==> config.mk <==
export PLATFORM = sky130hd
export DESIGN_NAME = alu_ctrl_flat
export DESIGN_NICKNAME = d
export VERILOG_FILES = /design/src/rtl/alu_ctrl_if.sv /design/src/rtl/alu_ctrl.sv /design/src/flat_wrapper.sv
export SDC_FILE = /design/constraint.sdc
export NUM_CORES = 1
export LEC_CHECK = 0
export ABC_AREA = 0
export CAP_MARGIN = 20
export CELL_PAD_IN_SITES_DETAIL_PLACEMENT = 1
export CELL_PAD_IN_SITES_GLOBAL_PLACEMENT = 1
export CORE_MARGIN = 2
export CORE_UTILIZATION = 29
export CTS_BUF_LIST = sky130_fd_sc_hd__clkbuf_8
export DETAILED_ROUTE_END_ITERATION = 12
export PLACE_DENSITY = 0.91
export SLEW_MARGIN = 20
export SYNTH_ARGS = -nofsm -noshare
export SYNTH_HDL_FRONTEND = slang
export SYNTH_SLANG_ARGS = --single-unit
==> constraint.sdc <==
create_clock -name clk -period 1.75 [get_ports clk]
set_clock_uncertainty 0.2 [all_clocks]
set_input_delay 0.35 -clock clk [delete_from_list [all_inputs] [get_ports clk]]
set_output_delay 0.35 -clock clk [all_outputs]
set_load 0.01 [all_outputs]
==> src/rtl/alu_ctrl_if.sv <==
// Request/ALU bundle between the accumulator controller and its environment.
// slave = controller side, master = requester/ALU side.
interface alu_ctrl_if;
  logic       req_valid;
  logic       req_ready;
  logic [3:0] req_op;
  logic [7:0] req_data;
  logic [3:0] alus;
  logic [7:0] ac_out;
  logic [7:0] bus_out;
  logic [7:0] alu_dout;
  logic       done;
  logic [7:0] result;
  logic       zf;
  logic       err;

  modport slave (
    input  req_valid, req_op, req_data, alu_dout,
    output req_ready, alus, ac_out, bus_out, done, result, zf, err
  );

  modport master (
    output req_valid, req_op, req_data, alu_dout,
    input  req_ready, alus, ac_out, bus_out, done, result, zf, err
  );
endinterface

==> src/rtl/alu_ctrl.sv <==
// Accumulator controller sequencing an external 8-bit ALU (LDA, ALU ops, MUL).
// Macro ALU_CTRL_MUL_EN enables op 9 as shift-free repeated-add multiply.
module alu_ctrl (
  input  logic        clk,
  input  logic        rst,
  alu_ctrl_if.slave   ctl
);

`ifdef ALU_CTRL_MUL_EN
  typedef enum logic [1:0] {IDLE = 2'd0, EXEC = 2'd1, MUL = 2'd2, DONE = 2'd3} state_t;
`else
  typedef enum logic [1:0] {IDLE = 2'd0, EXEC = 2'd1, DONE = 2'd3} state_t;
`endif

  state_t     state_q, state_d;
  logic [7:0] ac_q, ac_d;
  logic [7:0] operand_q, operand_d;
  logic [3:0] op_q, op_d;
  logic       err_q, err_d;
  logic [3:0] alus_s;
`ifdef ALU_CTRL_MUL_EN
  logic [7:0] mcand_q, mcand_d;
  logic [7:0] cnt_q, cnt_d;
`endif

  always_ff @(posedge clk) begin
    if (rst) begin
      state_q   <= IDLE;
      ac_q      <= 8'h00;
      operand_q <= 8'h00;
      op_q      <= 4'h0;
      err_q     <= 1'b0;
`ifdef ALU_CTRL_MUL_EN
      mcand_q   <= 8'h00;
      cnt_q     <= 8'h00;
`endif
    end else begin
      state_q   <= state_d;
      ac_q      <= ac_d;
      operand_q <= operand_d;
      op_q      <= op_d;
      err_q     <= err_d;
`ifdef ALU_CTRL_MUL_EN
      mcand_q   <= mcand_d;
      cnt_q     <= cnt_d;
`endif
    end
  end

  always_comb begin
    state_d   = state_q;
    ac_d      = ac_q;
    operand_d = operand_q;
    op_d      = op_q;
    err_d     = err_q;
    alus_s    = 4'b1000;
`ifdef ALU_CTRL_MUL_EN
    mcand_d   = mcand_q;
    cnt_d     = cnt_q;
`endif
    case (state_q)
      IDLE: begin
        if (ctl.req_valid) begin
          operand_d = ctl.req_data;
          op_d      = ctl.req_op;
          err_d     = 1'b0;
          if (ctl.req_op[3] == 1'b0) begin
            state_d = EXEC;
          end else if (ctl.req_op == 4'h8) begin
            ac_d    = ctl.req_data;
            state_d = DONE;
`ifdef ALU_CTRL_MUL_EN
          end else if (ctl.req_op == 4'h9) begin
            mcand_d = ac_q;
            cnt_d   = ctl.req_data;
            ac_d    = 8'h00;
            state_d = MUL;
`endif
          end else begin
            err_d   = 1'b1;
            state_d = DONE;
          end
        end else begin
          state_d = IDLE;
        end
      end
      EXEC: begin
        alus_s  = op_q;
        ac_d    = ctl.alu_dout;
        state_d = DONE;
      end
`ifdef ALU_CTRL_MUL_EN
      // Multiply by repeated ALU add of mcand, one add per remaining count.
      MUL: begin
        if (cnt_q != 8'h00) begin
          alus_s = 4'b0000;
          ac_d   = ctl.alu_dout;
          cnt_d  = cnt_q - 8'h01;
        end else begin
          state_d = DONE;
        end
      end
`endif
      DONE: begin
        state_d = IDLE;
      end
      default: begin
        state_d = IDLE;
      end
    endcase
  end

  assign ctl.req_ready = (state_q == IDLE);
  assign ctl.done      = (state_q == DONE);
  assign ctl.alus      = alus_s;
  assign ctl.ac_out    = ac_q;
  assign ctl.result    = ac_q;
  assign ctl.zf        = (ac_q == 8'h00);
  assign ctl.err       = err_q;
`ifdef ALU_CTRL_MUL_EN
  assign ctl.bus_out   = (state_q == MUL) ? mcand_q : operand_q;
`else
  assign ctl.bus_out   = operand_q;
`endif

endmodule

==> src/flat_wrapper.sv <==
// flat-port wrapper written by rule: the top's interface ports become plain ports
module alu_ctrl_flat 
  (clk, rst, ctl_req_valid, ctl_req_op, ctl_req_data, ctl_alu_dout, ctl_req_ready, ctl_alus, ctl_ac_out, ctl_bus_out, ctl_done, ctl_result, ctl_zf, ctl_err);
  alu_ctrl_if ctl_i ();
  input  logic clk;
  input  logic rst;
  input wire logic [$bits(ctl_i.req_valid)-1:0] ctl_req_valid;
  input wire logic [$bits(ctl_i.req_op)-1:0] ctl_req_op;
  input wire logic [$bits(ctl_i.req_data)-1:0] ctl_req_data;
  input wire logic [$bits(ctl_i.alu_dout)-1:0] ctl_alu_dout;
  output wire logic [$bits(ctl_i.req_ready)-1:0] ctl_req_ready;
  output wire logic [$bits(ctl_i.alus)-1:0] ctl_alus;
  output wire logic [$bits(ctl_i.ac_out)-1:0] ctl_ac_out;
  output wire logic [$bits(ctl_i.bus_out)-1:0] ctl_bus_out;
  output wire logic [$bits(ctl_i.done)-1:0] ctl_done;
  output wire logic [$bits(ctl_i.result)-1:0] ctl_result;
  output wire logic [$bits(ctl_i.zf)-1:0] ctl_zf;
  output wire logic [$bits(ctl_i.err)-1:0] ctl_err;
  assign ctl_i.req_valid = ctl_req_valid;
  assign ctl_i.req_op = ctl_req_op;
  assign ctl_i.req_data = ctl_req_data;
  assign ctl_i.alu_dout = ctl_alu_dout;
  assign ctl_req_ready = ctl_i.req_ready;
  assign ctl_alus = ctl_i.alus;
  assign ctl_ac_out = ctl_i.ac_out;
  assign ctl_bus_out = ctl_i.bus_out;
  assign ctl_done = ctl_i.done;
  assign ctl_result = ctl_i.result;
  assign ctl_zf = ctl_i.zf;
  assign ctl_err = ctl_i.err;
  alu_ctrl u_core (.clk(clk), .rst(rst), .ctl(ctl_i));
endmodule
After elaboration in Yosys (flattened, before gate mapping)
Index checks and enable logic that the tools add are counted.
- register bits: 23
- latch bits: 0
- memory bits (writable): 0
- bits in read-only memories: 0
- logic and storage cells: 26
- memories kept: 0
- $add $sub $neg: 0
- multiply operators: 0
- div/mod/pow operators: 0
- order comparisons: 0
- equality and inequality tests: 6
- shift operators: 0
- muxes and demuxes: 10
- bitwise gates (word level): 0
- reduce and logical (&&, ||, !) cells: 5
- operators by type and width (operator ; number):
    $mux 8 ; 3
    $pmux 8 s2 ; 1
    $logic_not 8->1 ; 1
    $eq 4x4->1 const B ; 1
    $mux 2 ; 2
    $mux 4 ; 1
    $ne 2x2->1 const B ; 2
    $pmux 2 s2 ; 1
    $reduce_and 4->1 ; 1
    $eq 2x1->1 const B ; 1
    $eq 2x2->1 const B ; 1
    $logic_not 2->1 ; 1
    $mux 1 ; 2
    $ne 2x1->1 const B ; 1
    $reduce_and 2->1 ; 1
    $reduce_bool 2->1 ; 1

Logic depth before layout (Yosys ltp)
- depth after elaboration: 5
- mapped depth: 4
- gate-level depth less buffers: 3

Worst setup path after synthesis
No wires, ideal clock.
- path type: reg-to-output
- start point: register u_core.ac_q[6] (netlist: u_core.ctl.ac_out[6])
- end point: output port ctl_zf
- arrival: 1.038 ns
- path slack: 0.162 ns
- stages on the path, launching flop included: 3
- path buffers: 0
- cell sequence: dfxtp_1 > or4_1 > nor2_1
- word-level cells in the longest chain between the ends: 1
- ends and longest elaborated chain (item ; RTL line ; source):
    from (decl) ; alu_ctrl.sv:16 ; logic [7:0] ac_q, ac_d;
    from (signal assigned) ; alu_ctrl.sv:29 ; ac_q <= 8'h00;
    from (signal assigned) ; alu_ctrl.sv:39 ; ac_q <= ac_d;
    $logic_not 8->1 ; alu_ctrl.sv:118 ; assign ctl.zf = (ac_q == 8'h00);
    to (decl) ; flat_wrapper.sv:17 ; output wire logic [$bits(ctl_i.zf)-1:0] ctl_zf;
No other way between the ends.

Worst setup path in the final report
Same ends and word-level chain as after synthesis.

==> results.toml <==
[status]
run_status = "finished with violations"
violated_checks = "negative setup slack"

[yosys]
synthesis.nets = 142
synth-seq-cells = 23
syn_area_sq_um = 1070
synth_area_per_cell_sq_um = 8.96
ys_seq_area_frac = 0.432
synthesis.instances = 119
synth.lib_cells_used.distinct = 20
yosysWarnings = 0
ys_top_cells_by_area = "sky130_fd_sc_hd__dfxtp_1 (43%), sky130_fd_sc_hd__a211oi_1 (11%), sky130_fd_sc_hd__nand2_1 (8.8%)"
synth_top_cell_by_area = "sky130_fd_sc_hd__dfxtp_1"
yosys.area.top_type_share = 0.432

[timing]
timing.final.ws_setup_ns = -0.161
slew_headroom = 0.811
layout_worst_path_cycle_share = 1.09
finalSetupViolations = 1
shortest_clock_period_the_worst_path_allows_after_layout_ns = 1.91
report.final.hold_viol_count = 0
unrepaired_setup_endpoints_after_global_routing = "yes"
slew_viol_final = 0
achievable-frequency_mhz = 523
worst_pin_slew_ns = 0.282

[cts]
clock_sinks = 23
cts-buffers-inserted = 3
clk_pin_slew_worst_paths_ns = 0.08
ctsHoldBuffers = 0
clock_tree.htree_level_count = 1
clockRootBuffer = "sky130_fd_sc_hd__clkbuf_8"
worstSkewPairLatency_ns = 0.27
clock_path_buffers = 2
cts_tree = "yes"

[pwr]
leak_nw = 0.768
power.total_mw = 1.38
power_density_nw_per_um2 = 775
ir_worst_vdd_mv = 0.295

[routing]
detailedRoute.firstIterationViolations = 50
via_per_inst = 4.90
drt_wirelength_mm = 3.93
vias_after_detailed_routing = 1127
drc = 0
ant_nets = 0
per_cell_routed_wire_length_um = 17.1
first_pass_iters = 4

[cells_and_area]
post_layout_nonfiller_instances = 230
num-fill-cells = 426
area_growth_syn_to_layout_pct = 67.0
layout-drive-gt1-share = 0.220
antenna_cells = 0
finalNetCount = 206

[floorplanning]
fp.dieW_um = 64.6
core.rowCount = 22
dieArea_sq_um = 4180
die_h_um = 64.6
effective_utilization_at_floorplan = 0.296
placeableCoreArea_sq_um = 3610
io_count = 55

[hold_path]
worstHoldPathCells = 2
hold_path.class = "reg -> reg"

[global_route]
total_global_routing_overflow = 0
grt_antenna_before_repair = 0
global_route.usage.total = 0.184
grt_start_max_net_pins = 24
first_global_vias = 1146
first_pass_grt_wire_length_mm = 5.79

[place]
preCtsSetupSlack_ns = -0.316
hpwlAfterDp_mm = 2.85
numPlacedInstances = 224
io_buffer_count = 54
gp_congestion = 0.800

[critical_path]
rr_worst_depth = 4
timing.critical_path.from_type = "flip-flop"
timing.critical_path.fanout_max = 2
worstSetupPathType = "reg -> out"
crit_arrival_ns = 1.36
worst-endpoint-required_ns = 1.20
cp-end-kind = "output port"

[job]
cap_viol_max_count = 0
## sequential cells by signal (all words and copies together) (netlist names)
register,cells
u_core.ctl.err,1
u_core.op_q,4
u_core.ctl.bus_out,8
u_core.state_q,2
u_core.ctl.ac_out,8
## cells in the final DEF (no fill, tap or decap), types with 2 or more instances in the layout
cell                               n
sky130_fd_sc_hd__buf_4            16
sky130_fd_sc_hd__buf_2             4
sky130_fd_sc_hd__buf_6             3
sky130_fd_sc_hd__dlygate4sd2_1    17
sky130_fd_sc_hd__and2_1            4
sky130_fd_sc_hd__nor3_1            2
sky130_fd_sc_hd__dfxtp_1          21
sky130_fd_sc_hd__dfxtp_2           2
sky130_fd_sc_hd__clkbuf_8          3
sky130_fd_sc_hd__clkdlybuf4s50_1  30
sky130_fd_sc_hd__mux2i_1           8
sky130_fd_sc_hd__a211oi_2          2
sky130_fd_sc_hd__nand2_1          25
sky130_fd_sc_hd__or4_4             2
sky130_fd_sc_hd__nor2_1            2
sky130_fd_sc_hd__a21oi_1          14
sky130_fd_sc_hd__a211oi_1         14
## worst max-delay path, cell delays in order, from the launching register on
cell	delay, ns
sky130_fd_sc_hd__dfxtp_1	0.32
sky130_fd_sc_hd__or4_4	0.54
sky130_fd_sc_hd__nor2_4	0.13
sky130_fd_sc_hd__buf_6	0.10
## path summary, 6_finish.rpt
check,from,end,slack (ns)
worst min register to register,u_core.ctl.bus_out[3],u_core.ctl.bus_out[3],0.26
worst max register to register,u_core.state_q[1],u_core.ctl.ac_out[2],0.14
worst min-delay path,u_core.ctl.bus_out[3],u_core.ctl.bus_out[3],0.26
worst max-delay path,u_core.ctl.ac_out[6],ctl_zf,-0.16
## layer usage
metal / global-route usage / vias up / part of all wire / wire length (um)
li1: - / 537 / - / -
met1: 0.198 / 542 / 0.39 / 1540
met2: 0.352 / 37 / 0.54 / 2120
met3: 0.0382 / 11 / 0.040 / 157
met4: 0.0638 / 0 / 0.031 / 120
met5: 0 / - / 0 / 0
## final cells by class
type	instances	area, sq um	share of cell area
multi-input cells	81	542	0.304
flip-flops and latches	23	463	0.260
well taps	48	60.1	0.0337
repair buffers	74	671	0.377
clock inverters	1	3.75	0.00211
clock buffers	3	41.3	0.0232
## metrics by stage
step / setup TNS, ns / instance area [sq um] / util / hold WS (ns)
floorplan: 0 / 1070 / - / 0.223
global placement: -4.29 / 1710 / 0.474 / 0.240
detailed placement: -5.76 / 1710 / 0.474 / 0.248
CTS: -0.177 / 1710 / 0.475 / 0.261
global route: -0.495 / 1780 / 0.494 / 0.294
finish: -0.161 / 1780 / 0.494 / 0.261
## cell usage after synthesis
cell,number
sky130_fd_sc_hd__or4_1,2
sky130_fd_sc_hd__a21oi_1,14
sky130_fd_sc_hd__buf_2,3
sky130_fd_sc_hd__buf_6,2
sky130_fd_sc_hd__nand2b_1,1
sky130_fd_sc_hd__dfxtp_1,23
sky130_fd_sc_hd__nor3b_2,1
sky130_fd_sc_hd__nor3_1,2
sky130_fd_sc_hd__or3b_2,1
sky130_fd_sc_hd__nor2_1,3
sky130_fd_sc_hd__clkbuf_1,2
sky130_fd_sc_hd__nor4b_4,1
sky130_fd_sc_hd__nand2_1,25
sky130_fd_sc_hd__and2b_1,1
sky130_fd_sc_hd__a211oi_1,16
sky130_fd_sc_hd__buf_4,8
sky130_fd_sc_hd__and2_1,4
sky130_fd_sc_hd__a21o_2,1
sky130_fd_sc_hd__mux2i_1,8
sky130_fd_sc_hd__nand3b_1,1
## kinds of logic after synthesis
| kind of cell | count (synthesis) | share of synthesized area |
|---|---|---|
| muxes | 8 | 0.0751 |
| AOI/OAI and AO/OA | 31 | 0.187 |
| and+or+nand+nor | 42 | 0.208 |
| DFF | 23 | 0.432 |
| buffers and inverters | 15 | 0.0986 |
## report_power, final
group / internal [mW] / leakage, nW / switching [mW] / total, mW
logic: 0.244 / 0.551 / 0.213 / 0.457
registers: 0.566 / 0.190 / 0.0233 / 0.589
clock network: 0.157 / 0.0269 / 0.176 / 0.333
## repair_timing
| action | 4_1_cts | 5_1_grt |
|---|---|---|
| resized for setup | 37 | 17 |
| pin swaps | 2 | 4 |
| setup buffers | 0 | 1 |
| endpoints found under the setup margin | 23 | 22 |
| gates cloned | 0 | 1 |
No activity file was read; power rests on OpenSTA's default activity.
